$ cat src/rtl/multdiv_ctrl_if.sv
// Request/result bundle between the main control unit and the multiply/divide sequencer.
// MULTDIV_DIVZERO_EXC_EN adds the div_zero result flag.
interface multdiv_ctrl_if;
    logic        start;
    logic        op;
    logic [31:0] A;
    logic [31:0] B;
    logic        busy;
    logic        done;
    logic [31:0] hi;
    logic [31:0] lo;
`ifdef MULTDIV_DIVZERO_EXC_EN
    logic        div_zero;

    modport master (output start, op, A, B, input busy, done, hi, lo, div_zero);
    modport slave  (input start, op, A, B, output busy, done, hi, lo, div_zero);
`else
    modport master (output start, op, A, B, input busy, done, hi, lo);
    modport slave  (input start, op, A, B, output busy, done, hi, lo);
`endif
endinterface

$ cat src/rtl/multdiv_ctrl.sv
// Iterative 32-step signed Booth multiply / restoring divide sequencer driving HI/LO.
// MULTDIV_DIVZERO_EXC_EN: DIV by zero skips iteration and raises div_zero with done.
module multdiv_ctrl (
    input  logic          clock,
    input  logic          reset,
    multdiv_ctrl_if.slave bus
);
    typedef enum logic [1:0] {StIdle, StMult, StDiv, StDone} state_e;

    state_e      state_q, state_d;
    logic [4:0]  cnt_q, cnt_d;
    logic [32:0] m_q, m_d;
    // MULT: {acc[32:0], B, q-1}; DIV: {1'b0, rem[32:0], quo[31:0]}
    logic [65:0] work_q, work_d;
    logic        qneg_q, qneg_d, rneg_q, rneg_d;
    logic        busy_q, busy_d, done_q, done_d;
    logic [31:0] hi_q, hi_d, lo_q, lo_d;
`ifdef MULTDIV_DIVZERO_EXC_EN
    logic        dz_q, dz_d;
`endif

    logic [31:0] mag_a, mag_b;
    logic [32:0] acc_sum, rem_sh, trial;
    logic [31:0] quo_sh, quo_fix, rem_fix;
    logic [65:0] pre_shift, mult_next, div_next;

    always_comb begin
        mag_a = bus.A[31] ? -bus.A : bus.A;
        mag_b = bus.B[31] ? -bus.B : bus.B;

        case (work_q[1:0])
            2'b01:   acc_sum = work_q[65:33] + m_q;
            2'b10:   acc_sum = work_q[65:33] - m_q;
            default: acc_sum = work_q[65:33];
        endcase
        pre_shift = {acc_sum, work_q[32:0]};
        mult_next = {pre_shift[65], pre_shift[65:1]};

        rem_sh = {work_q[63:32], work_q[31]};
        quo_sh = {work_q[30:0], 1'b0};
        trial  = rem_sh - m_q;
        if (trial[32]) begin
            div_next = {1'b0, rem_sh, quo_sh};
        end else begin
            div_next = {1'b0, trial, quo_sh | 32'd1};
        end
        quo_fix = qneg_q ? -div_next[31:0] : div_next[31:0];
        rem_fix = rneg_q ? -div_next[63:32] : div_next[63:32];
    end

    always_comb begin
        state_d = state_q;
        cnt_d   = cnt_q;
        m_d     = m_q;
        work_d  = work_q;
        qneg_d  = qneg_q;
        rneg_d  = rneg_q;
        hi_d    = hi_q;
        lo_d    = lo_q;
`ifdef MULTDIV_DIVZERO_EXC_EN
        dz_d    = dz_q;
`endif
        unique case (state_q)
            StIdle: begin
                if (bus.start) begin
                    cnt_d  = 5'd0;
                    qneg_d = bus.A[31] ^ bus.B[31];
                    rneg_d = bus.A[31];
                    if (bus.op) begin
                        m_d     = {1'b0, mag_b};
                        work_d  = {34'd0, mag_a};
                        state_d = StDiv;
`ifdef MULTDIV_DIVZERO_EXC_EN
                        if (bus.B == 32'd0) begin
                            state_d = StDone;
                            dz_d    = 1'b1;
                        end
`endif
                    end else begin
                        m_d     = {bus.A[31], bus.A};
                        work_d  = {33'd0, bus.B, 1'b0};
                        state_d = StMult;
                    end
                end
            end
            StMult: begin
                work_d = mult_next;
                cnt_d  = cnt_q + 5'd1;
                if (cnt_q == 5'd31) begin
                    hi_d    = mult_next[64:33];
                    lo_d    = mult_next[32:1];
                    state_d = StDone;
                end
            end
            StDiv: begin
                work_d = div_next;
                cnt_d  = cnt_q + 5'd1;
                if (cnt_q == 5'd31) begin
                    hi_d    = rem_fix;
                    lo_d    = quo_fix;
                    state_d = StDone;
                end
            end
            StDone: begin
                state_d = StIdle;
`ifdef MULTDIV_DIVZERO_EXC_EN
                dz_d    = 1'b0;
`endif
            end
            default: state_d = StIdle;
        endcase

        // Status outputs are registered copies of the next state.
        busy_d = (state_d == StMult) || (state_d == StDiv);
        done_d = (state_d == StDone);
    end

    always_ff @(posedge clock or posedge reset) begin
        if (reset) begin
            state_q <= StIdle;
            cnt_q   <= 5'd0;
            m_q     <= 33'd0;
            work_q  <= 66'd0;
            qneg_q  <= 1'b0;
            rneg_q  <= 1'b0;
            busy_q  <= 1'b0;
            done_q  <= 1'b0;
            hi_q    <= 32'd0;
            lo_q    <= 32'd0;
`ifdef MULTDIV_DIVZERO_EXC_EN
            dz_q    <= 1'b0;
`endif
        end else begin
            state_q <= state_d;
            cnt_q   <= cnt_d;
            m_q     <= m_d;
            work_q  <= work_d;
            qneg_q  <= qneg_d;
            rneg_q  <= rneg_d;
            busy_q  <= busy_d;
            done_q  <= done_d;
            hi_q    <= hi_d;
            lo_q    <= lo_d;
`ifdef MULTDIV_DIVZERO_EXC_EN
            dz_q    <= dz_d;
`endif
        end
    end

    assign bus.busy = busy_q;
    assign bus.done = done_q;
    assign bus.hi   = hi_q;
    assign bus.lo   = lo_q;
`ifdef MULTDIV_DIVZERO_EXC_EN
    assign bus.div_zero = dz_q;
`endif
endmodule
$ cat src/flat_wrapper.sv
// flat-port wrapper written by rule: the top's interface ports become plain ports
module multdiv_ctrl_flat 
  (clock, reset, bus_start, bus_op, bus_A, bus_B, bus_busy, bus_done, bus_hi, bus_lo);
  multdiv_ctrl_if bus_i ();
  input  logic clock;
  input  logic reset;
  input wire logic [$bits(bus_i.start)-1:0] bus_start;
  input wire logic [$bits(bus_i.op)-1:0] bus_op;
  input wire logic [$bits(bus_i.A)-1:0] bus_A;
  input wire logic [$bits(bus_i.B)-1:0] bus_B;
  output wire logic [$bits(bus_i.busy)-1:0] bus_busy;
  output wire logic [$bits(bus_i.done)-1:0] bus_done;
  output wire logic [$bits(bus_i.hi)-1:0] bus_hi;
  output wire logic [$bits(bus_i.lo)-1:0] bus_lo;
  assign bus_i.start = bus_start;
  assign bus_i.op = bus_op;
  assign bus_i.A = bus_A;
  assign bus_i.B = bus_B;
  assign bus_busy = bus_i.busy;
  assign bus_done = bus_i.done;
  assign bus_hi = bus_i.hi;
  assign bus_lo = bus_i.lo;
  multdiv_ctrl u_core (.clock(clock), .reset(reset), .bus(bus_i));
endmodule
$ cat config.mk
export PLATFORM = sky130hd
export DESIGN_NAME = multdiv_ctrl_flat
export DESIGN_NICKNAME = d
export VERILOG_FILES = /design/src/rtl/multdiv_ctrl_if.sv /design/src/rtl/multdiv_ctrl.sv /design/src/flat_wrapper.sv
export SDC_FILE = /design/constraint.sdc
export NUM_CORES = 1
export LEC_CHECK = 0
export CORE_MARGIN = 8
export CORE_UTILIZATION = 35
export DETAILED_ROUTE_END_ITERATION = 10
export PLACE_DENSITY = 0.5
export SETUP_SLACK_MARGIN = 0.2
export SYNTH_ARGS = -nofsm -noshare
export SYNTH_HDL_FRONTEND = slang
export SYNTH_SLANG_ARGS = --single-unit
$ cat constraint.sdc
create_clock -name clock -period 17.17 [get_ports clock]
set_clock_uncertainty 0.15 [all_clocks]
set_input_delay 3.434 -clock clock [delete_from_list [all_inputs] [get_ports clock]]
set_output_delay 3.434 -clock clock [all_outputs]
set_load 0.02 [all_outputs]
### Word level (Yosys, flattened, before mapping)

Index checks and enable logic that the tools add are counted.

* input bits: 68
* flip-flop bits (word level): 174
* word-level logic and storage cells: 63
* output and inout port bits: 66

* add/sub/neg operators: 8
* reduce and logical (&&, ||, !) cells: 10
* mux-type cells: 22
* bitwise logic cells: 1
* eq/ne operators: 12

Operators with widths (count)
* $mux 32: 8
* $pmux 66 s3: 1
* $neg 32->32: 4
* $pmux 32 s2: 2
* $mux 33: 2
* $mux 66: 1
* $pmux 33 s2: 1
* $sub 33x33->33: 2
* $mux 65: 1
* $add 33x33->33: 1
* $eq 2x2->1 const B: 5
* $pmux 5 s2: 1
* $eq 2x1->1 const B: 3
* $mux 2: 3
* $pmux 2 s3: 1
* $reduce_and 2->1: 3
* $add 5x1->5 const B: 1
* $eq 5x5->1 const B: 1
* $mux 5: 1
* $ne 2x1->1 const B: 2
* $reduce_bool 2->1: 2
* $reduce_and 3->1: 1
* $reduce_bool 3->1: 1
* $logic_not 2->1: 1
* other kinds (4): 4

### Longest topological paths before layout

Gate-level depths: netlist of run 1.

* word-level depth: 6
* depth in mapped cells: 27
* gate-level depth less buffers: 24

### Worst setup path before layout of run 1

Ideal clock, no wire load.

* kind: input -> register
* from: input bus_A[5]
* to: register u_core.work_q[28]
* data required time: 16.890 ns
* buffers on the path: 0
* data arrival time: 6.320 ns
* stages on the path: 10
* path slack: 10.570 ns
* cells stage by stage: or4_1 > or4b_1 > or4_1 > or2_2 > o31ai_4 > nand2_1 > xor2_1 > mux2_2 > o21ai_0 > o21ai_1

* cells in the longest elaborated chain, start to end: 5

Ends and longest elaborated chain
* from (decl): RTL line flat_wrapper.sv:9 `input wire logic [$bits(bus_i.A)-1:0] bus_A;`
* $neg 32->32: RTL line multdiv_ctrl.sv:28 `mag_a = bus.A[31] ? -bus.A : bus.A;`
* $mux 32: RTL line multdiv_ctrl.sv:28
* $mux 33: RTL line multdiv_ctrl.sv:69 `if (bus.op) begin`
* $mux 66: RTL line multdiv_ctrl.sv:65 `if (bus.start) begin`
* $pmux 66 s3: RTL line multdiv_ctrl.sv:63 `unique case (state_q)`
* to (signal assigned): RTL line multdiv_ctrl.sv:137 `work_q <= work_d;`
* to (decl): RTL line multdiv_ctrl.sv:14 `logic [65:0] work_q, work_d;`

Every way passes these cells. The select of a mux whose other input is x is not followed.
A chain may end at the register's enable or synchronous reset.

### Worst setup path after layout of run 1

* from: input bus_A[3]
* to: register u_core.work_q[28]

The elaborated chain is that of the path after synthesis.

==> metrics.md, run 1 <==
| Metric | Value |
|---|---|
| Most frequent cells in the layout | `298 x nand2_1, 242 x o21ai_0, 174 x dfrtp_1, 162 x nor2_1, 152 x a21oi_1` |
| DRT antenna net count | `0` |
| Synth Area in Adders | `6.05%` |
| CP max FO | `6` |
| I/O pin total | `134` |
| Cell variety after synth | `89` |
| Fraction of registers with async set/reset | `100%` |
| EDFF count, synth | `0` |
| CTS clock-pin slew for the worst setup and hold paths | `0.08 ns` |
| Startpoint types | `input pin` |
| Post-synthesis register bit count | `174` |
| Num rows | `79` |
| RSZ-0062 raised after global routing | `no` |
| Crit-path cells | `clkdlybuf4s50_1 > or4_1 > or4b_1 > or4_1 > or2_2 > o31ai_4 > nand2_1 > xor2_1 > mux2_2 > o21ai_0 > o21ai_1` |
| CTS hold repair buffers | `0` |
| CP bufs+invs | `1` |
| Mean post-synth cell area | `7.68 um^2` |
| Largest net degree at the start of global routing | `101` |
| Mapped Area | `0.0166 mm^2` |
| Worst slew pin tran | `1.16 ns` |
| Cts repair resizes | `0` |
| CP max stage delay | `0.63 ns` |
| Synth Area in Simple Gates | `19.3%` |
| Synth area leader | `dfrtp_1` |
| # nets final | `2332` |
| Routed len/inst | `22.9 um` |
| Initial Util | `35.5%` |
| Sum Neg Setup Slack | `0 ns` |
| Post-CTS Setup Inserts | `0` |
| Largest family of logic cells by synthesized area | `compound AO/OA/AOI/OAI gates` |
| Vias | `16700` |
| Synth Area in Compound Gates | `28.2%` |
| CTS tree | `yes` |
| Post-DP HPWL | `49200 um` |
| Layout cells sized above 1 | `5.78%` |
| Worst Setup End Kind | `register` |
| Clock root buffer | `clkbuf_16` |
| Area growth, synth to finish | `13.8%` |
| Outcome | `finished, final reports clean` |
| Global-route wire length before repair | `98000 um` |
| Chip Width | `234 um` |
| Arrival time worst endpoint | `7.13 ns` |
| Crit-path most repeated cell | `or4_1` |
| Synth warn | `0` |
| Post-synthesis sequential area ratio | `26.3%` |
| Clk buf depth | `2` |
| Die area | `0.0546 mm^2` |
| Share of the synthesized area in the top cell type | `26.3%` |
| Initial antenna violation count | `1` |
| Initial DRC Count | `1372` |
| Chip height | `234 um` |
| Slowest cell on crit path | `or4b_1` |
| Final period util | `40.6%` |
| CTS Buf Count | `17` |
| # diodes | `0` |
| Top_reg_cell synth | `dfrtp_1` |
| Rel. slew slack | `20.6%` |
| Final setup fails | `0` |
| Post-Synth XOR/XNOR Area | `10.4%` |
| Post-synthesis mux area share | `4.61%` |
| Required time of the critical path | `17.33 ns` |
| DRT Pass-1 Iters | `8` |
| CTS sink count | `174` |
| Syn_nets | `2306` |
| H-tree Lvls | `4` |
| Vias per cell | `5.94` |
| Final GP Congestion | `0.932` |
| Hold Vio Cnt, Final | `0` |
| GR Overflow Total | `0` |
| Slew Limit Fails | `0` |
| Most common cell after layout, fill and taps aside | `nand2_1` |
| CP delay by family, top | `simple AND/OR/NAND/NOR gates` |
| DR DRC count | `0` |
| Clk_lat worst skew | `0.47 ns` |
| Maxcap violations | `0` |
| Number of global-route vias before repair | `16200` |
| Fmax | `143 MHz` |
| Buffers on Ports | `133` |
| Synth area leaders | `dfrtp_1 26%, o21ai_0 7.3%, nand2_1 6.8%` |
| Setup CP Type | `in2reg` |
| Final WL | `64200 um` |
| Worst hold path type | `reg2reg` |
| GRT Total Usage | `23.3%` |
| Fin crit period | `6.98 ns` |
| Area of the core | `0.0467 mm^2` |
| Mapped Cells | `2159` |
[cell type report]
cell class / instances / area (um^2)
Tap cell: 607 / 759
Timing Repair Buffer: 153 / 1480
Clock buffer: 18 / 429
Fill cell: 4882 / 27800
Inverter: 73 / 282
Sequential cell: 174 / 4350
Multi-Input combinational cell: 1766 / 11400
Clock inverter: 14 / 165
[cell usage after synthesis, drive strengths merged, types with 7 or more instances]
| cell | instances |
|---|---|
| nor2 | 163 |
| o41ai | 23 |
| or4 | 17 |
| dfrtp | 174 |
| nand3 | 39 |
| o21a | 16 |
| o31ai | 36 |
| nor3 | 28 |
| a21oi | 154 |
| nand2b | 12 |
| a22o | 32 |
| and3 | 16 |
| nor2b | 13 |
| xor2 | 99 |
| mux2 | 32 |
| nand2 | 301 |
| xnor2 | 97 |
| or3 | 29 |
| a31oi | 28 |
| o21ai | 249 |
| o22ai | 7 |
| nand4 | 14 |
| nor4 | 18 |
| a222oi | 13 |
| a211oi | 29 |
| ha | 77 |
| inv | 72 |
| a21o | 27 |
| or2 | 8 |
| a22oi | 25 |
| and2 | 7 |
| buf | 33 |
| o31a | 8 |
| clkbuf | 112 |
| mux2i | 40 |
| o211ai | 16 |
[final timing paths]
check / depth (start not counted) / slack [ns] / endpoint / startpoint
worst max-delay path: 11 / 10.19 / u_core.work_q[28] / bus_A[3]
worst min-delay path: 2 / 0.33 / u_core.cnt_q[4] / u_core.cnt_q[4]
worst max register to register: 22 / 10.59 / u_core.bus.hi[22] / u_core.work_q[31]
worst min register to register: 2 / 0.33 / u_core.cnt_q[4] / u_core.cnt_q[4]
max in group asynchronous: 3 / 11.78 / u_core.bus.hi[23] / reset
min in group asynchronous: 2 / 3.32 / u_core.work_q[10] / reset
[state kept, by name (all words and copies together) (netlist names)]
| name | count |
|---|---|
| u_core.bus.busy | 1 |
| u_core.bus.hi | 32 |
| u_core.m_q | 33 |
| u_core.state_q | 2 |
| u_core.work_q | 66 |
| u_core.qneg_q | 1 |
| u_core.bus.lo | 32 |
| u_core.cnt_q | 5 |
| u_core.rneg_q | 1 |
| u_core.bus.done | 1 |
[routing by layer]
layer	vias to the layer above	wire, um	global-route usage (%)
li1	7902	-	-
met4	2	2800	10.5
met3	115	3000	2.81
met1	8054	27200	28.9
met2	583	31200	40.0
met5	-	13	0
[stage by stage]
step           instance area (um^2)  cells  hold WS, ns  utilization [%]  worst slack (ns)
4_1_cts                       18900   2805        0.337             40.4             10.23
6_report                      18900   2805        0.334             40.4             10.19
3_5_place_dp                  18300   2773        0.320             39.2              9.75
3_3_place_gp                  18300   2773        0.307             39.2              9.75
2_1_floorplan                 16600   2159        0.295                -              8.87
5_1_grt                       18900   2805        0.362             40.4              9.99
[kinds of logic after synthesis]
| kind of cell | count (synthesis) |
|---|---|
| compound gates | 728 |
| xor+xnor | 196 |
| fa+ha+maj | 79 |
| buf+inv | 219 |
| flops | 174 |
| mux | 72 |
| simple gates | 691 |
[worst min-delay path: stages (launching register included)]
cell and delay [ns]:
dfrtp_1 0.35, nand2_1 0.05, nand2_1 0.05
Power of run 1 is not shown: default switching activity piles up to over one toggle a cycle in this logic, so the estimate is an artifact.
==> run 2, diff against run 1 <==
==> constraint.sdc (replaced) <==
create_clock -name clock -period 6.43 [get_ports clock]
set_clock_uncertainty 0.15 [all_clocks]
set_input_delay 1.286 -clock clock [delete_from_list [all_inputs] [get_ports clock]]
set_output_delay 1.286 -clock clock [all_outputs]
set_load 0.02 [all_outputs]
==> metrics.md, run 2 (same netlist as run 1, synthesis figures left out) <==
| Metric | Value |
|---|---|
| Post-DP HPWL | `51100 um` |
| Largest Register | `u_core.work_q` |
| Chip height | `234 um` |
| Clk_lat worst skew | `0.50 ns` |
| Post-CTS Setup Inserts | `0` |
| Area of the core | `0.0467 mm^2` |
| Worst hold path type | `reg2reg` |
| Hold Path Depth | `2` |
| Die area | `0.0546 mm^2` |
| Sum Neg Setup Slack | `0 ns` |
| Number of global-route vias before repair | `16000` |
| Fin crit period | `5.76 ns` |
| GRT Total Usage | `24.0%` |
| WHS Endpoint | `u_core.cnt_q[4]` |
| Worst slew pin tran | `1.11 ns` |
| DRT antenna net count | `0` |
| CTS Buf Count | `17` |
| Cts repair resizes | `0` |
| Most frequent cells in the layout | `298 x nand2_1, 242 x o21ai_0, 174 x dfrtp_1, 162 x nor2_1, 152 x a21oi_1` |
| Rel. slew slack | `25.7%` |
| GR Overflow Total | `0` |
| Global-route wire length before repair | `99000 um` |
| Layout cells sized above 1 | `6.20%` |
| CP max FO | `12` |
| Startpoint types | `register` |
| CTS sink count | `174` |
| Final GP Congestion | `0.955` |
| Setup CP Type | `reg2reg` |
| R2R Path Start | `u_core.work_q[31]` |
| CTS hold repair buffers | `0` |
| Chip Width | `234 um` |
| Vias | `16500` |
| I/O pin total | `134` |
| Num rows | `79` |
| Final setup fails | `0` |
| Outcome | `finished, final reports clean` |
| Initial Util | `35.5%` |
| Largest net degree at the start of global routing | `118` |
| CTS tree | `yes` |
| Clk buf depth | `2` |
| Final period util | `89.6%` |
| Required time of the critical path | `6.62 ns` |
| Most common cell after layout, fill and taps aside | `nand2_1` |
| Worst Setup End Kind | `register` |
| CTS clock-pin slew for the worst setup and hold paths | `0.07 ns` |
| Max reg flops | `66` |
| RSZ-0062 raised after global routing | `no` |
| Final WL | `65900 um` |
| DR DRC count | `0` |
| Vias per cell | `5.88` |
| Maxcap violations | `0` |
| # nets final | `2342` |
| HP Start | `u_core.cnt_q[4]` |
| Fillers | `4824` |
| Top flop regs | `u_core.work_q x66, u_core.m_q x33` |
| Clock root buffer | `clkbuf_16` |
| RR Endpoint | `u_core.bus.hi[30]` |
| Routed len/inst | `23.4 um` |
| H-tree Lvls | `4` |
| Initial antenna violation count | `0` |
| Reg2reg path depth | `22` |
| Fmax | `174 MHz` |
| R2R setup slack | `0.67 ns` |
| Slew Limit Fails | `0` |
| Hold Vio Cnt, Final | `0` |
| DRT Pass-1 Iters | `6` |
| Initial DRC Count | `1323` |
| Buffers on Ports | `133` |
| Area growth, synth to finish | `14.4%` |
| Arrival time worst endpoint | `5.95 ns` |
[run 2: worst max-delay path by stage]
stage / startpoint / endpoint / slack [ns] / cells after the start
global placement: u_core.work_q[31] / u_core.bus.lo[30] / 0.94 / 21
CTS: u_core.work_q[31] / u_core.bus.hi[30] / 0.75 / 22
floorplan: reset / u_core.bus.busy / 0.28 / 1
global route: u_core.work_q[31] / u_core.bus.hi[30] / 0.28 / 22
finish: u_core.work_q[31] / u_core.bus.hi[30] / 0.67 / 22
detailed placement: u_core.work_q[31] / u_core.bus.hi[30] / 0.78 / 22
[run 2: critical path, cell delays in order, from the launching register on]
cell and delay [ns]:
dfrtp_1 0.41, inv_1 0.13, ha_1 0.17, inv_1 0.05, fa_1 0.43, a211oi_2 0.27
o211ai_2 0.22, nand3b_4 0.12, o211ai_2 0.22, a311o_2 0.56, nand2_4 0.17, mux2i_1 0.31
ha_1 0.27, nand3_1 0.11, or4_1 0.52, nor2_1 0.20, nand2_1 0.07, nor3_1 0.13
a31oi_1 0.13, nor2_1 0.18, nand3_1 0.10, and3_1 0.19, a2111oi_0 0.44
[run 2: metrics by stage]
| stage | hold slack [ns] | cell area [um^2] | setup WS (ns) | utilization, % | std cells |
|---|---|---|---|---|---|
| after floorplan | 0.295 | 16600 | 0.277 | - | 2159 |
| after global placement | 0.307 | 18400 | 0.944 | 39.3 | 2783 |
| after detailed placement | 0.313 | 18400 | 0.782 | 39.3 | 2783 |
| after CTS | 0.330 | 19000 | 0.754 | 40.6 | 2815 |
| after global routing | 0.371 | 19000 | 0.277 | 40.6 | 2815 |
| final | 0.327 | 19000 | 0.668 | 40.6 | 2816 |
[run 2: layout make-up]
| cell class | instances | area (um^2) | share of cell area (%) |
|---|---|---|---|
| Antenna cell | 1 | 2.50 | 0.0132 |
| Clock buffer | 18 | 429 | 2.26 |
| Clock inverter | 14 | 175 | 0.924 |
| Inverter | 73 | 282 | 1.48 |
| Multi-Input combinational cell | 1766 | 11400 | 60.1 |
| Sequential cell | 174 | 4350 | 23.0 |
| Tap cell | 607 | 759 | 4.00 |
| Timing Repair Buffer | 163 | 1560 | 8.25 |
[run 2: per-layer routing]
| metal | GRT usage [%] | wire (um) | up-vias |
|---|---|---|---|
| met5 | 0 | 0 | - |
| met4 | 10.6 | 2760 | 0 |
| met2 | 41.6 | 32600 | 507 |
| met1 | 29.5 | 28000 | 8003 |
| met3 | 3.28 | 2620 | 106 |
| li1 | - | - | 7929 |
Power of run 2 is left out for the same reason.
